--- src/rtl/fl2int_pkg.sv ---
// Shared definitions for the float-to-integer converter: FSM encodings,
// saturation constants and {s, e, m} field-extraction macros.
`ifndef FL2INT_PKG_SV
`define FL2INT_PKG_SV

`define FL2INT_SIGN(w, ew, mw) w[(ew)+(mw)]
`define FL2INT_EXP(w, ew, mw)  w[(ew)+(mw)-1 -: (ew)]
`define FL2INT_MAN(w, mw)      w[(mw)-1:0]

package fl2int_pkg;

  localparam logic [1:0] ST_IDLE  = 2'd0;
  localparam logic [1:0] ST_SHIFT = 2'd1;
  localparam logic [1:0] ST_FIX   = 2'd2;
  localparam logic [1:0] ST_DONE  = 2'd3;

  typedef enum logic [1:0] {
    FSM_IDLE  = ST_IDLE,
    FSM_SHIFT = ST_SHIFT,
    FSM_FIX   = ST_FIX,
    FSM_DONE  = ST_DONE
  } fl2int_state_t;

  // Wide results; callers size-cast down to their integer width.
  function automatic logic [127:0] sat_pos(input int nb);
    return (128'd1 << (nb - 1)) - 128'd1;
  endfunction

  function automatic logic [127:0] sat_neg(input int nb);
    return 128'd1 << (nb - 1);
  endfunction

endpackage

`endif

--- src/rtl/fl2int_shreg.sv ---
// Bidirectional one-bit-per-cycle shift accumulator with sticky left-shift
// overflow and a guard bit holding the last bit shifted out on the right.
module fl2int_shreg #(
  parameter int NUBITS = 32
) (
  input  logic              clk,
  input  logic              rst,
  input  logic              load,
  input  logic [NUBITS-1:0] load_val,
  input  logic              load_left,
  input  logic              load_ovf,
  input  logic              shift_en,
  output logic [NUBITS-1:0] acc,
  output logic              guard,
  output logic              ovf
);

  logic [NUBITS-1:0] acc_reg;
  logic              left_reg;
  logic              guard_reg;
  logic              ovf_reg;

  always_ff @(posedge clk or negedge rst) begin
    if (!rst) begin
      acc_reg   <= '0;
      left_reg  <= 1'b0;
      guard_reg <= 1'b0;
      ovf_reg   <= 1'b0;
    end else if (load) begin
      acc_reg   <= load_val;
      left_reg  <= load_left;
      guard_reg <= 1'b0;
      ovf_reg   <= load_ovf;
    end else if (shift_en) begin
      if (left_reg) begin
        if (acc_reg[NUBITS-1]) ovf_reg <= 1'b1;
        acc_reg <= {acc_reg[NUBITS-2:0], 1'b0};
      end else begin
        guard_reg <= acc_reg[0];
        acc_reg   <= {1'b0, acc_reg[NUBITS-1:1]};
      end
    end
  end

  assign acc   = acc_reg;
  assign guard = guard_reg;
  // The MSB landing in the sign position after the last shift also overflows.
  assign ovf   = ovf_reg | (left_reg & acc_reg[NUBITS-1]);

endmodule

--- src/rtl/fl2int_seq.sv ---
// Multi-cycle float {s, e, m} to two's-complement integer converter.
// Define FL2INT_ROUND_EN to round to nearest (ties away) instead of truncating.
module fl2int_seq
  import fl2int_pkg::*;
#(
  parameter int EXP    = 8,
  parameter int MAN    = 23,
  parameter int NUBITS = 32
) (
  input  logic               clk,
  input  logic               rst,
  input  logic               in_valid,
  output logic               in_ready,
  input  logic [MAN+EXP:0]   in_fl,
  output logic               out_valid,
  input  logic               out_ready,
  output logic [NUBITS-1:0]  out_int,
  output logic               out_ovf
);

  localparam int CW = $clog2(NUBITS + 1);
  localparam logic [NUBITS-1:0] SAT_POS = NUBITS'(sat_pos(NUBITS));
  localparam logic [NUBITS-1:0] SAT_NEG = NUBITS'(sat_neg(NUBITS));

  fl2int_state_t     state_reg, state_next;
  logic [CW-1:0]     count_reg, count_next;
  logic              sign_reg, sign_next;
  logic [NUBITS-1:0] out_int_reg, out_int_next;
  logic              out_ovf_reg, out_ovf_next;

  logic                  in_s;
  logic signed [EXP-1:0] in_e;
  logic [MAN-1:0]        in_m;
  logic signed [EXP:0]   e_ext;
  logic signed [EXP:0]   neg_e;

  logic [CW-1:0]     load_k;
  logic              load_left;
  logic              load_ovf;
  logic              sh_load;
  logic              sh_shift;
  logic [NUBITS-1:0] sh_acc;
  logic              sh_guard;
  logic              sh_ovf;
  logic [NUBITS-1:0] mag;
  logic              ovf_fix;
  logic              unused_guard;

  assign in_s  = `FL2INT_SIGN(in_fl, EXP, MAN);
  assign in_e  = `FL2INT_EXP(in_fl, EXP, MAN);
  assign in_m  = `FL2INT_MAN(in_fl, MAN);
  // One extra bit so that negating the most negative exponent cannot wrap.
  assign e_ext = {in_e[EXP-1], in_e};
  assign neg_e = -e_ext;

  always_comb begin
    load_k    = '0;
    load_left = 1'b1;
    load_ovf  = 1'b0;
    if (in_m == '0) begin
      load_k = '0;
    end else if (int'(e_ext) >= NUBITS) begin
      load_ovf = 1'b1;
    end else if (!e_ext[EXP]) begin
      load_k = CW'(e_ext);
    end else begin
      load_left = 1'b0;
      if (int'(neg_e) > MAN + 1) load_k = CW'(MAN + 1);
      else                       load_k = CW'(neg_e);
    end
  end

  fl2int_shreg #(
    .NUBITS (NUBITS)
  ) u_shreg (
    .clk       (clk),
    .rst       (rst),
    .load      (sh_load),
    .load_val  ({{(NUBITS-MAN){1'b0}}, in_m}),
    .load_left (load_left),
    .load_ovf  (load_ovf),
    .shift_en  (sh_shift),
    .acc       (sh_acc),
    .guard     (sh_guard),
    .ovf       (sh_ovf)
  );

  assign unused_guard = sh_guard;

  always_comb begin
    mag     = sh_acc;
    ovf_fix = sh_ovf;
`ifdef FL2INT_ROUND_EN
    mag = sh_acc + {{(NUBITS-1){1'b0}}, sh_guard};
    if (mag[NUBITS-1]) ovf_fix = 1'b1;
`endif
  end

  always_comb begin
    state_next   = state_reg;
    count_next   = count_reg;
    sign_next    = sign_reg;
    out_int_next = out_int_reg;
    out_ovf_next = out_ovf_reg;
    sh_load      = 1'b0;
    sh_shift     = 1'b0;
    in_ready     = 1'b0;
    out_valid    = 1'b0;
    case (state_reg)
      FSM_IDLE: begin
        in_ready = 1'b1;
        if (in_valid) begin
          sh_load    = 1'b1;
          count_next = load_k;
          sign_next  = in_s;
          state_next = FSM_SHIFT;
        end
      end
      FSM_SHIFT: begin
        if (count_reg != '0) begin
          sh_shift   = 1'b1;
          count_next = count_reg - CW'(1);
        end else begin
          state_next = FSM_FIX;
        end
      end
      FSM_FIX: begin
        out_ovf_next = ovf_fix;
        if (ovf_fix) out_int_next = sign_reg ? SAT_NEG : SAT_POS;
        else         out_int_next = sign_reg ? -mag : mag;
        state_next   = FSM_DONE;
      end
      FSM_DONE: begin
        out_valid = 1'b1;
        if (out_ready) state_next = FSM_IDLE;
      end
      default: state_next = FSM_IDLE;
    endcase
  end

  always_ff @(posedge clk or negedge rst) begin
    if (!rst) begin
      state_reg   <= FSM_IDLE;
      count_reg   <= '0;
      sign_reg    <= 1'b0;
      out_int_reg <= '0;
      out_ovf_reg <= 1'b0;
    end else begin
      state_reg   <= state_next;
      count_reg   <= count_next;
      sign_reg    <= sign_next;
      out_int_reg <= out_int_next;
      out_ovf_reg <= out_ovf_next;
    end
  end

  assign out_int = out_int_reg;
  assign out_ovf = out_ovf_reg;

endmodule

--- config.mk ---
export PLATFORM = sky130hd
export DESIGN_NAME = fl2int_seq
export DESIGN_NICKNAME = d
export VERILOG_FILES = /design/src/rtl/fl2int_pkg.sv /design/src/rtl/fl2int_shreg.sv /design/src/rtl/fl2int_seq.sv
export SDC_FILE = /design/constraint.sdc
export NUM_CORES = 1
export LEC_CHECK = 0
export ABC_AREA = 1
export CORE_MARGIN = 2
export CORE_UTILIZATION = 40
export CTS_CLUSTER_SIZE = 16
export DETAILED_ROUTE_END_ITERATION = 7
export GPL_ROUTABILITY_DRIVEN = 0
export GPL_TIMING_DRIVEN = 0
export PLACE_DENSITY = 0.59
export SLEW_MARGIN = 10
export SYNTH_ARGS = -nofsm -noshare
export SYNTH_HDL_FRONTEND = slang
export SYNTH_HIERARCHICAL = 1
export SYNTH_SLANG_ARGS = --single-unit
--- constraint.sdc ---
create_clock -name clk -period 4.3 [get_ports clk]
set_input_delay 0.43 -clock clk [delete_from_list [all_inputs] [get_ports clk]]
set_output_delay 0.43 -clock clk [all_outputs]
set_load 0.02 [all_outputs]
==> reports/metrics.cfg <==
[floorplan]
start_util = 0.4075
ioPinCount = 71
core_area_um2 = 13140
die-area_um2 = 14330
rows = 42
die_w_um = 119.7
die_height_um = 119.7

[pwr]
swShare = 0.4771
p_int_uw = 2910
power_density_nw_per_um2 = 838.1
leakagePower_uw = 0.003231
power_frac_clock = 0.148
combinationalPowerShare = 0.584
p_sw_uw = 2655
seqPwrFrac = 0.268
peakVddDrop_mv = 0.4152

[cts]
clock_sinks = 76
post_cts_buffers = 0
cts_resized = 0
clkLatencyLatePin_ns = 0.35
hold_buffers = 0
cts.reportedPaths.clkPinSlew_ns = 0.06
numCtsBuffers = 9
cts_root_buffer = clkbuf_16
clockBufferDepth = 2
cts_max_level = 3
cts_tree = done

[global_routing]
grt_pass1_vias = 5153
grt_overflow = 0
grt_max_degree = 47
grt_use_total = 0.2192
grt_pass1_wl_um = 24810
grt_antenna_before_repair = 0

[finish]
diodes = 0
drive_gt1_frac = 0.06630
final_nets = 960
design_area_um2 = 6639
syn_to_final_growth_pct = 24.00
fin_cells = 1096

[timing]
period_share = 0.5030
hold_viol = 0
fmax_mhz = 462.4
min_period_ns = 2.163
tns_ns = 0
rsz0062_at_grt = no
tightestPinTransition_ns = 0.6147
slew_viol_final = 0
slew_headroom = 0.5902
fin_worst_skew_ns = 0.009477
layout_setup_ws_ns = 2.137
final-setup-viol-count = 0

[place]
hpwl_um = 11490
placed_cell_area_um2 = 6320
numPortBuffers = 69
dp.cells = 1080
post-place-ws_ns = 2.064

[critical_path]
reg2reg_depth = 6
slowest_stage = clkbuf_1
cp_top_family = buffers and inverters
max_stage_delay_ns = 0.52
crit_fanout = 10
crit_path_cell_trace = inv_1 > ha_1 > clkbuf_1 > clkbuf_1 > nand3_1 > nand2_1
endpoint_kind = flop
path_common_cell = clkbuf_1
cp-start-kind = flop
crit_buf_inv = 3
cp.depth = 6
criticalPathCategory = reg -> reg
required_ns = 4.58
arrival_ns = 2.44

[yosys]
postSynthCellCount = 826
ys_warn_count = 6
syn_area_um2 = 5354
syn_area_per_cell_um2 = 6.482

[min_path]
holdCritPathClass = in -> async

[routing]
avgViaCountPerCell = 4.963
dr.pass1.iters = 7
first_iter_violations = 311
routedWlPerCell_um = 13.69
drc_errors = 0
routed_wl_um = 15000
vias = 5439
antenna_left = 0

[flow_run]
max_cap_violations = 0

[status]
status = complete, no violations

==> path summary, 6_finish.rpt <==
path / slack, ns / end / start
setup / recovery: 2.14 / out_int[8]$_DFFE_PN0P_ / state_reg[0]$_DFFE_PN0P_
hold / removal: 0.02 / out_int[14]$_DFFE_PN0P_ / rst
setup reg to reg: 2.14 / out_int[8]$_DFFE_PN0P_ / state_reg[0]$_DFFE_PN0P_
hold reg to reg: 0.48 / out_int[27]$_DFFE_PN0P_ / out_int[27]$_DFFE_PN0P_
max in group asynchronous: 3.72 / u_shreg/acc[22]$_DFFE_PN0P_ / rst
min in group clk: 0.43 / count_reg[0]$_DFFE_PN0P_ / in_fl[30]
==> power by group through the flow <==
stage,Clock (uW),Combinational (uW),Sequential [uW]
after floorplan,0,2150,1560
after global placement,0,3180,1490
after detailed placement,0,3240,1490
after CTS,841,3250,1480
after global routing,877,3650,1550
final,825,3250,1490
==> placed cells by master (no fill, tap or decap), types with 2 or more instances in the layout <==
| cell type | instances |
|---|---|
| or2_2 | 7 |
| inv_1 | 54 |
| a21oi_2 | 3 |
| nand3_1 | 92 |
| o21ai_1 | 2 |
| o21ai_0 | 24 |
| clkbuf_16 | 9 |
| a21oi_1 | 15 |
| bufinv_16 | 2 |
| buf_6 | 11 |
| xnor2_1 | 4 |
| clkbuf_8 | 2 |
| dfrtp_1 | 76 |
| o21bai_1 | 4 |
| buf_4 | 7 |
| ha_1 | 9 |
| nor2_1 | 168 |
| o211ai_1 | 6 |
| buf_2 | 9 |
| clkdlybuf4s50_1 | 68 |
| nor4_1 | 2 |
| o31ai_1 | 3 |
| nand4_1 | 9 |
| buf_1 | 2 |
| conb_1 | 9 |
| nand2_1 | 278 |
| xor2_1 | 8 |
| nand3b_1 | 5 |
| a21boi_0 | 2 |
| nor3_1 | 5 |
| clkbuf_1 | 10 |
| nor2_2 | 2 |
==> stage by stage <==
step	hold WS (ns)	power (uW)	util
final	0.01581	5564	0.5053
after floorplan	0.1344	3710	-
after global routing	0.03770	6073	0.5053
after detailed placement	0.3920	4727	0.4810
after CTS	0.01899	5571	0.5053
after global placement	0.4636	4666	0.4791
==> routing by layer <==
| layer | global-route usage | vias up | share of wire |
|---|---|---|---|
| li1 | - | 2781 | - |
| met1 | 0.2795 | 2475 | 0.45 |
| met3 | 0.04943 | 29 | 0.061 |
| met5 | 0 | - | 0 |
| met4 | 0.08382 | 0 | 0.024 |
| met2 | 0.3625 | 154 | 0.47 |
==> cell type report <==
cell class              instances  area, um^2
plain buffers                  37       265.3
inverters                      57       219.0
repair buffers                 70       715.7
multi-input cells             664        2998
fillers                      1355        6499
clock inverters                 4       72.57
flip-flops and latches         76        1902
well taps                     176       220.2
clock buffers                  12       246.5
Note: power is estimated with default switching activity, not from simulation.
